--- src/rtl/data_mover_bram_mul_n.sv ---
// Streams N words from BRAM0 through NUM_CORE parallel multiply lanes into BRAM1.
// Independent read and write FSMs; writes trail reads by 1+MUL_LAT cycles.
module data_mover_bram_mul_n #(
   parameter int CNT_BIT       = 31,
   parameter int AWIDTH        = 12,
   parameter int NUM_CORE      = 4,
   parameter int IN_DATA_WIDTH = 8,
   parameter int MUL_LAT       = 1
) (
   input  logic                                clk,
   input  logic                                reset_n,
   input  logic                                i_run,
   input  logic [CNT_BIT-1:0]                  i_num_cnt,
   input  logic [AWIDTH-1:0]                   i_src_base,
   input  logic [AWIDTH-1:0]                   i_dst_base,
   input  logic                                i_signed,
   output logic                                o_idle,
   output logic                                o_read,
   output logic                                o_write,
   output logic                                o_done,
   output logic [AWIDTH-1:0]                   addr_b0,
   output logic                                ce_b0,
   output logic                                we_b0,
   output logic [2*NUM_CORE*IN_DATA_WIDTH-1:0] d_b0,
   input  logic [2*NUM_CORE*IN_DATA_WIDTH-1:0] q_b0,
   output logic [AWIDTH-1:0]                   addr_b1,
   output logic                                ce_b1,
   output logic                                we_b1,
   output logic [2*NUM_CORE*IN_DATA_WIDTH-1:0] d_b1,
   input  logic [2*NUM_CORE*IN_DATA_WIDTH-1:0] q_b1
);

   localparam int W      = IN_DATA_WIDTH;
   localparam int DWIDTH = 2 * NUM_CORE * IN_DATA_WIDTH;

   typedef enum logic [1:0] {IDLE, RUN, DONE} state_t;

   state_t             rdState_q, rdState_d;
   state_t             wrState_q, wrState_d;
   logic [CNT_BIT-1:0] numCnt_q;
   logic [CNT_BIT-1:0] rdCnt_q, rdCnt_d;
   logic [CNT_BIT-1:0] wrCnt_q, wrCnt_d;
   logic [AWIDTH-1:0]  srcBase_q, dstBase_q;
   logic               signed_q;
   logic               rdValid_q;
   logic [MUL_LAT-1:0] validPipe_q;
   logic [DWIDTH-1:0]  prodPipe_q [MUL_LAT];
   logic [DWIDTH-1:0]  prodComb;
   logic [W-1:0]       aOp, bOp;
   logic [2*W-1:0]     aExt, bExt;
   logic               accept, rdLast, wrLast, resValid;
   logic               unusedQb1;

   assign unusedQb1 = ^q_b1;

   assign o_idle   = (rdState_q == IDLE) && (wrState_q == IDLE);
   assign o_read   = (rdState_q == RUN);
   assign o_write  = (wrState_q == RUN);
   assign o_done   = (wrState_q == DONE);
   assign accept   = i_run && o_idle;
   assign resValid = validPipe_q[MUL_LAT-1];
   assign rdLast   = (rdCnt_q + CNT_BIT'(1)) == numCnt_q;
   assign wrLast   = resValid && ((wrCnt_q + CNT_BIT'(1)) == numCnt_q);

   assign addr_b0 = srcBase_q + AWIDTH'(rdCnt_q);
   assign ce_b0   = o_read;
   assign we_b0   = 1'b0;
   assign d_b0    = '0;
   assign addr_b1 = dstBase_q + AWIDTH'(wrCnt_q);
   assign ce_b1   = resValid;
   assign we_b1   = resValid;
   assign d_b1    = prodPipe_q[MUL_LAT-1];

   always_ff @(posedge clk or negedge reset_n) begin
      if (!reset_n) begin
         numCnt_q  <= '0;
         srcBase_q <= '0;
         dstBase_q <= '0;
         signed_q  <= 1'b0;
      end else if (accept) begin
         numCnt_q  <= i_num_cnt;
         srcBase_q <= i_src_base;
         dstBase_q <= i_dst_base;
         signed_q  <= i_signed;
      end else if (o_done) begin
         numCnt_q  <= '0;
      end
   end

   always_ff @(posedge clk or negedge reset_n) begin
      if (!reset_n) begin
         rdState_q <= IDLE;
         wrState_q <= IDLE;
         rdCnt_q   <= '0;
         wrCnt_q   <= '0;
      end else begin
         rdState_q <= rdState_d;
         wrState_q <= wrState_d;
         rdCnt_q   <= rdCnt_d;
         wrCnt_q   <= wrCnt_d;
      end
   end

   always_comb begin
      rdState_d = rdState_q;
      rdCnt_d   = rdCnt_q;
      case (rdState_q)
         IDLE: begin
            rdCnt_d = '0;
            if (accept) rdState_d = (i_num_cnt == '0) ? DONE : RUN;
         end
         RUN: begin
            if (rdLast) begin
               rdState_d = DONE;
               rdCnt_d   = '0;
            end else begin
               rdCnt_d = rdCnt_q + CNT_BIT'(1);
            end
         end
         DONE:    rdState_d = IDLE;
         default: rdState_d = IDLE;
      endcase
   end

   // The write side counts completed results, not cycles, so it tolerates gaps in the stream.
   always_comb begin
      wrState_d = wrState_q;
      wrCnt_d   = wrCnt_q;
      case (wrState_q)
         IDLE: begin
            wrCnt_d = '0;
            if (accept) wrState_d = (i_num_cnt == '0) ? DONE : RUN;
         end
         RUN: begin
            if (wrLast) begin
               wrState_d = DONE;
               wrCnt_d   = '0;
            end else if (resValid) begin
               wrCnt_d = wrCnt_q + CNT_BIT'(1);
            end
         end
         DONE:    wrState_d = IDLE;
         default: wrState_d = IDLE;
      endcase
   end

   // Extending to 2W bits before multiplying keeps the product exact in both modes.
   always_comb begin
      prodComb = '0;
      aOp      = '0;
      bOp      = '0;
      aExt     = '0;
      bExt     = '0;
      for (int i = 0; i < NUM_CORE; i++) begin
         aOp  = q_b0[2*i*W +: W];
         bOp  = q_b0[(2*i+1)*W +: W];
         aExt = signed_q ? {{W{aOp[W-1]}}, aOp} : {{W{1'b0}}, aOp};
         bExt = signed_q ? {{W{bOp[W-1]}}, bOp} : {{W{1'b0}}, bOp};
         prodComb[2*i*W +: 2*W] = aExt * bExt;
      end
   end

   always_ff @(posedge clk or negedge reset_n) begin
      if (!reset_n) begin
         rdValid_q   <= 1'b0;
         validPipe_q <= '0;
         for (int k = 0; k < MUL_LAT; k++) prodPipe_q[k] <= '0;
      end else begin
         rdValid_q      <= o_read;
         validPipe_q[0] <= rdValid_q;
         prodPipe_q[0]  <= prodComb;
         for (int k = 1; k < MUL_LAT; k++) begin
            validPipe_q[k] <= validPipe_q[k-1];
            prodPipe_q[k]  <= prodPipe_q[k-1];
         end
      end
   end

endmodule

--- config.mk ---
export PLATFORM = sky130hd
export DESIGN_NAME = data_mover_bram_mul_n
export DESIGN_NICKNAME = d
export VERILOG_FILES = /design/src/rtl/data_mover_bram_mul_n.sv
export SDC_FILE = /design/constraint.sdc
export NUM_CORES = 1
export LEC_CHECK = 0
export ABC_AREA = 1
export CORE_ASPECT_RATIO = 0.9
export CORE_MARGIN = 8
export CORE_UTILIZATION = 55
export DETAILED_ROUTE_END_ITERATION = 8
export GPL_ROUTABILITY_DRIVEN = 0
export PLACE_DENSITY = 0.89
export SLEW_MARGIN = 10
export SYNTH_ARGS = -nofsm -noshare
export SYNTH_HDL_FRONTEND = slang
export SYNTH_SLANG_ARGS = --single-unit
export TNS_END_PERCENT = 30
--- constraint.sdc ---
create_clock -name clk -period 14.77 [get_ports clk]
set_clock_uncertainty 0.2 [all_clocks]
set_input_delay 2.954 -clock clk [delete_from_list [all_inputs] [get_ports clk]]
set_output_delay 2.954 -clock clk [all_outputs]
set_load 0.02 [all_outputs]
==> impl_metrics.yaml <==
routing:
  ant_nets: 0
  via_count: 21654
  dr.first_iter.drc_count: 1803
  drc: 0
  routed_wirelength_mm: 65.64
  viasPerCell: 5.085
  drtPass1Iterations: 6
  wire_per_inst_um: 15.42
cells_and_area:
  nFillCells: 3917
  regArea_um2: 4706
  area_growth_pct: 11.36
  fin_nets: 4327
  final_cell_area_um2: 28560
  final_util_pct: 61.61
  multi_input_area_um2: 17050
  drive_above_1_share_pct: 2.474
logic_synthesis:
  yosys.area.top_type: "fa_1"
  ys_seq_area_share_pct: 18.34
  yosys.area_share.simple_pct: 22.60
  synth-edff-count: 0
  synth_mux_area_share_pct: 0
  ys_ff_latch: 188
  postSynthCellCount: 3488
  yosys.area.top_type_share_pct: 21.86
  ys.flop_type: "dfrtp_1"
  synthAdderAreaFrac_pct: 33.27
  yosys_warnings: 0
  synth_top_family_by_area: "adder cells"
  syn_area_um2: 25650
  synth_cell_types: 43
  synthTopCellsByArea: "fa_1 22%, dfrtp_1 18%, nand2_1 14%"
  synthXorXnorAreaFrac_pct: 5.708
  syn_avg_cell_area_um2: 7.353
  async_flop_share_pct: 100.0
  synth_compound_area_share_pct: 3.825
setup_path:
  arrival_ns: 8.63
  crit_type: "in -> reg"
  crit_top_cell: "nand2_1"
  rr_worst_depth: 26
  start_kind: "primary input"
  r2r-start: "signed_q"
  end_kind: "flop"
  rr_endpoint: "d_b1[31]"
  cpPeakStageDelay_ns: 0.71
  worstPathRequired_ns: 14.95
  ff2ff_setup_slack_ns: 8.31
  critPathMaxFanout: 9
  cp_slowest_cell: "clkdlybuf4s50_1"
clock_tree:
  post_cts_resized: 0
  cts_sinks: 188
  root_buffer: "clkbuf_16"
  clock_latency_ns: 0.49
  postCtsSetupRepairBufs: 0
  clkSlewWorstSetupHoldPaths_ns: 0.08
  holdBufCountCts: 0
  cts_tree: "built"
  clockBufferDepth: 2
  cts_made_buffers: 17
  ctsHtreeMaxLevel: 4
timing:
  max_freq_mhz: 118.4
  rsz0062_at_grt: "false"
  worst_pin_slew_ns: 1.056
  drv_slew: 0
  holdWs_ns: 0.1531
  min_period_over_period_pct: 57.16
  tns_ns: 0
  period_minus_slack_ns: 8.443
  timing.slew.headroom_pct: 29.40
  finalHoldViolations: 0
  setup-violations-final: 0
worst_hold_path:
  min_path_cells: 0
  min_to: "ce_b1"
  hp-start: "rdValid_q"
  hold_class: "reg -> reg"
run:
  cap_violations: 0
power:
  ir_drop_mv: 0.2051
  p_leak_nw: 16.33
  power_mw: 4.208
  power_density_nw_per_um2: 147.3
grt:
  grt_max_degree: 72
  grt_usage_pct: 24.61
  gr-total-overflow: 0
  antenna_found_initial: 10
  grt_first_pass_wirelength_mm: 108.7
  grt_pass1_vias: 22245
die:
  die_h_um: 220.9
  rows: 75
  ios: 347
  die_area_um2: 53800
  start_util_pct: 55.32
  coreArea_um2: 46360
  die_w_um: 243.6
place:
  dp_hpwl_mm: 53.38
  portBuffers: 217
  placed_cell_area_um2: 27970
outcome:
  status: "complete, no violations"
==> cells in the mapped netlist (8+ instances only) <==
| library cell | count |
|---|---|
| nor2_2 | 14 |
| inv_1 | 853 |
| buf_2 | 10 |
| or2_2 | 9 |
| nand3_1 | 164 |
| o21ai_0 | 51 |
| fa_1 | 280 |
| ha_1 | 234 |
| buf_4 | 68 |
| xor2_1 | 101 |
| clkbuf_1 | 83 |
| xnor2_1 | 61 |
| o22ai_1 | 18 |
| o21bai_1 | 8 |
| dfrtp_1 | 188 |
| a21oi_1 | 82 |
| nand2_1 | 939 |
| nor3_1 | 9 |
| nand4_1 | 16 |
| nand3_2 | 10 |
| nor2_1 | 235 |
==> cell families (layout without fill, tap and decap cells) <==
logic type | count (synthesis) | in the layout
AOI/OAI and AO/OA | 177 | 177
xor gates and xnor gates | 164 | 164
adders and majority gates | 514 | 514
buffers and inverters | 1026 | 1112
DFF | 188 | 188
other | 1 | 69
and+or+nand+nor | 1418 | 1418
==> report_power, final <==
group          internal [mW]  switching [mW]  total (mW)
combinational           1.28            1.79        3.07
clock                  0.225           0.252       0.477
sequential             0.632          0.0237       0.656
total                   2.14            2.07        4.21
==> flip-flops by register name, summed over array words and instances (netlist names), 2 cells and up <==
signal and count:
d_b1 64, dstBase_q 12, numCnt_q 31, rdCnt_q 31, rdState_q 2, srcBase_q 12
wrCnt_q 31, wrState_q 2
==> critical path, delay by kind of cell <==
kind / cells / cell delay (ns)
AOI/OAI and AO/OA: 5 / 1.00
buffers and inverters: 7 / 1.01
adders and majority gates: 7 / 2.90
and+or+nand+nor: 8 / 0.75
==> cell usage in the layout (no fill, tap or decap), drive strengths merged, types with 3 or more instances in the layout <==
cell type and n:
or2 9, clkbuf 18, xor2 101, o21ai 53, o21bai 8, conb 65
buf 8, nor4 5, dfrtp 188, clkinv 5, inv 863, nand2 941
nor3 11, o22ai 18, diode 4, fa 280, nand3 174, xnor2 61
nand3b 7, and2 3, nand4 17, a21oi 84, clkdlybuf4s50 216, ha 234
nor2 251, o2111ai 3, a21o 6
==> layer usage <==
layer  track usage, %  up-vias  share of wire (%)  routed length, µm
li1                 -    10413                  -                  -
met1            29.50    10193                 39              25900
met2            41.96      874                 49              32060
met3            5.636      162                7.7               5035
met4            10.89       12                3.9               2563
met5                0        -               0.12                 78
==> through the flow <==
step / setup WS, ns / std cells
CTS: 6.367 / 4254
floorplan: 6.734 / 3552
global route: 5.934 / 4258
finish: 6.327 / 4258
global placement: 5.938 / 4223
detailed placement: 5.799 / 4223
==> layout make-up <==
type                            count  area share [%]
Antenna cell                        4         0.03505
Sequential cell                   188           16.48
Timing Repair Buffer              225           7.829
Clock inverter                     14          0.5345
Clock buffer                       17           1.490
Multi-Input combinational cell   2338           59.68
Tap cell                          616           2.699
Inverter                          856           11.25
==> worst max path at each step <==
stage / start / to / slack, ns / cells after the start
6_report: q_b0[55] / d_b1[63] / 6.33 / 27
4_1_cts: q_b0[23] / d_b1[31] / 6.37 / 26
2_1_floorplan: q_b0[23] / d_b1[31] / 6.73 / 26
3_3_place_gp: q_b0[23] / d_b1[31] / 5.94 / 26
5_1_grt: q_b0[23] / d_b1[31] / 5.93 / 26
3_5_place_dp: q_b0[23] / d_b1[31] / 5.80 / 26
Power figures use the tool's default switching activity.
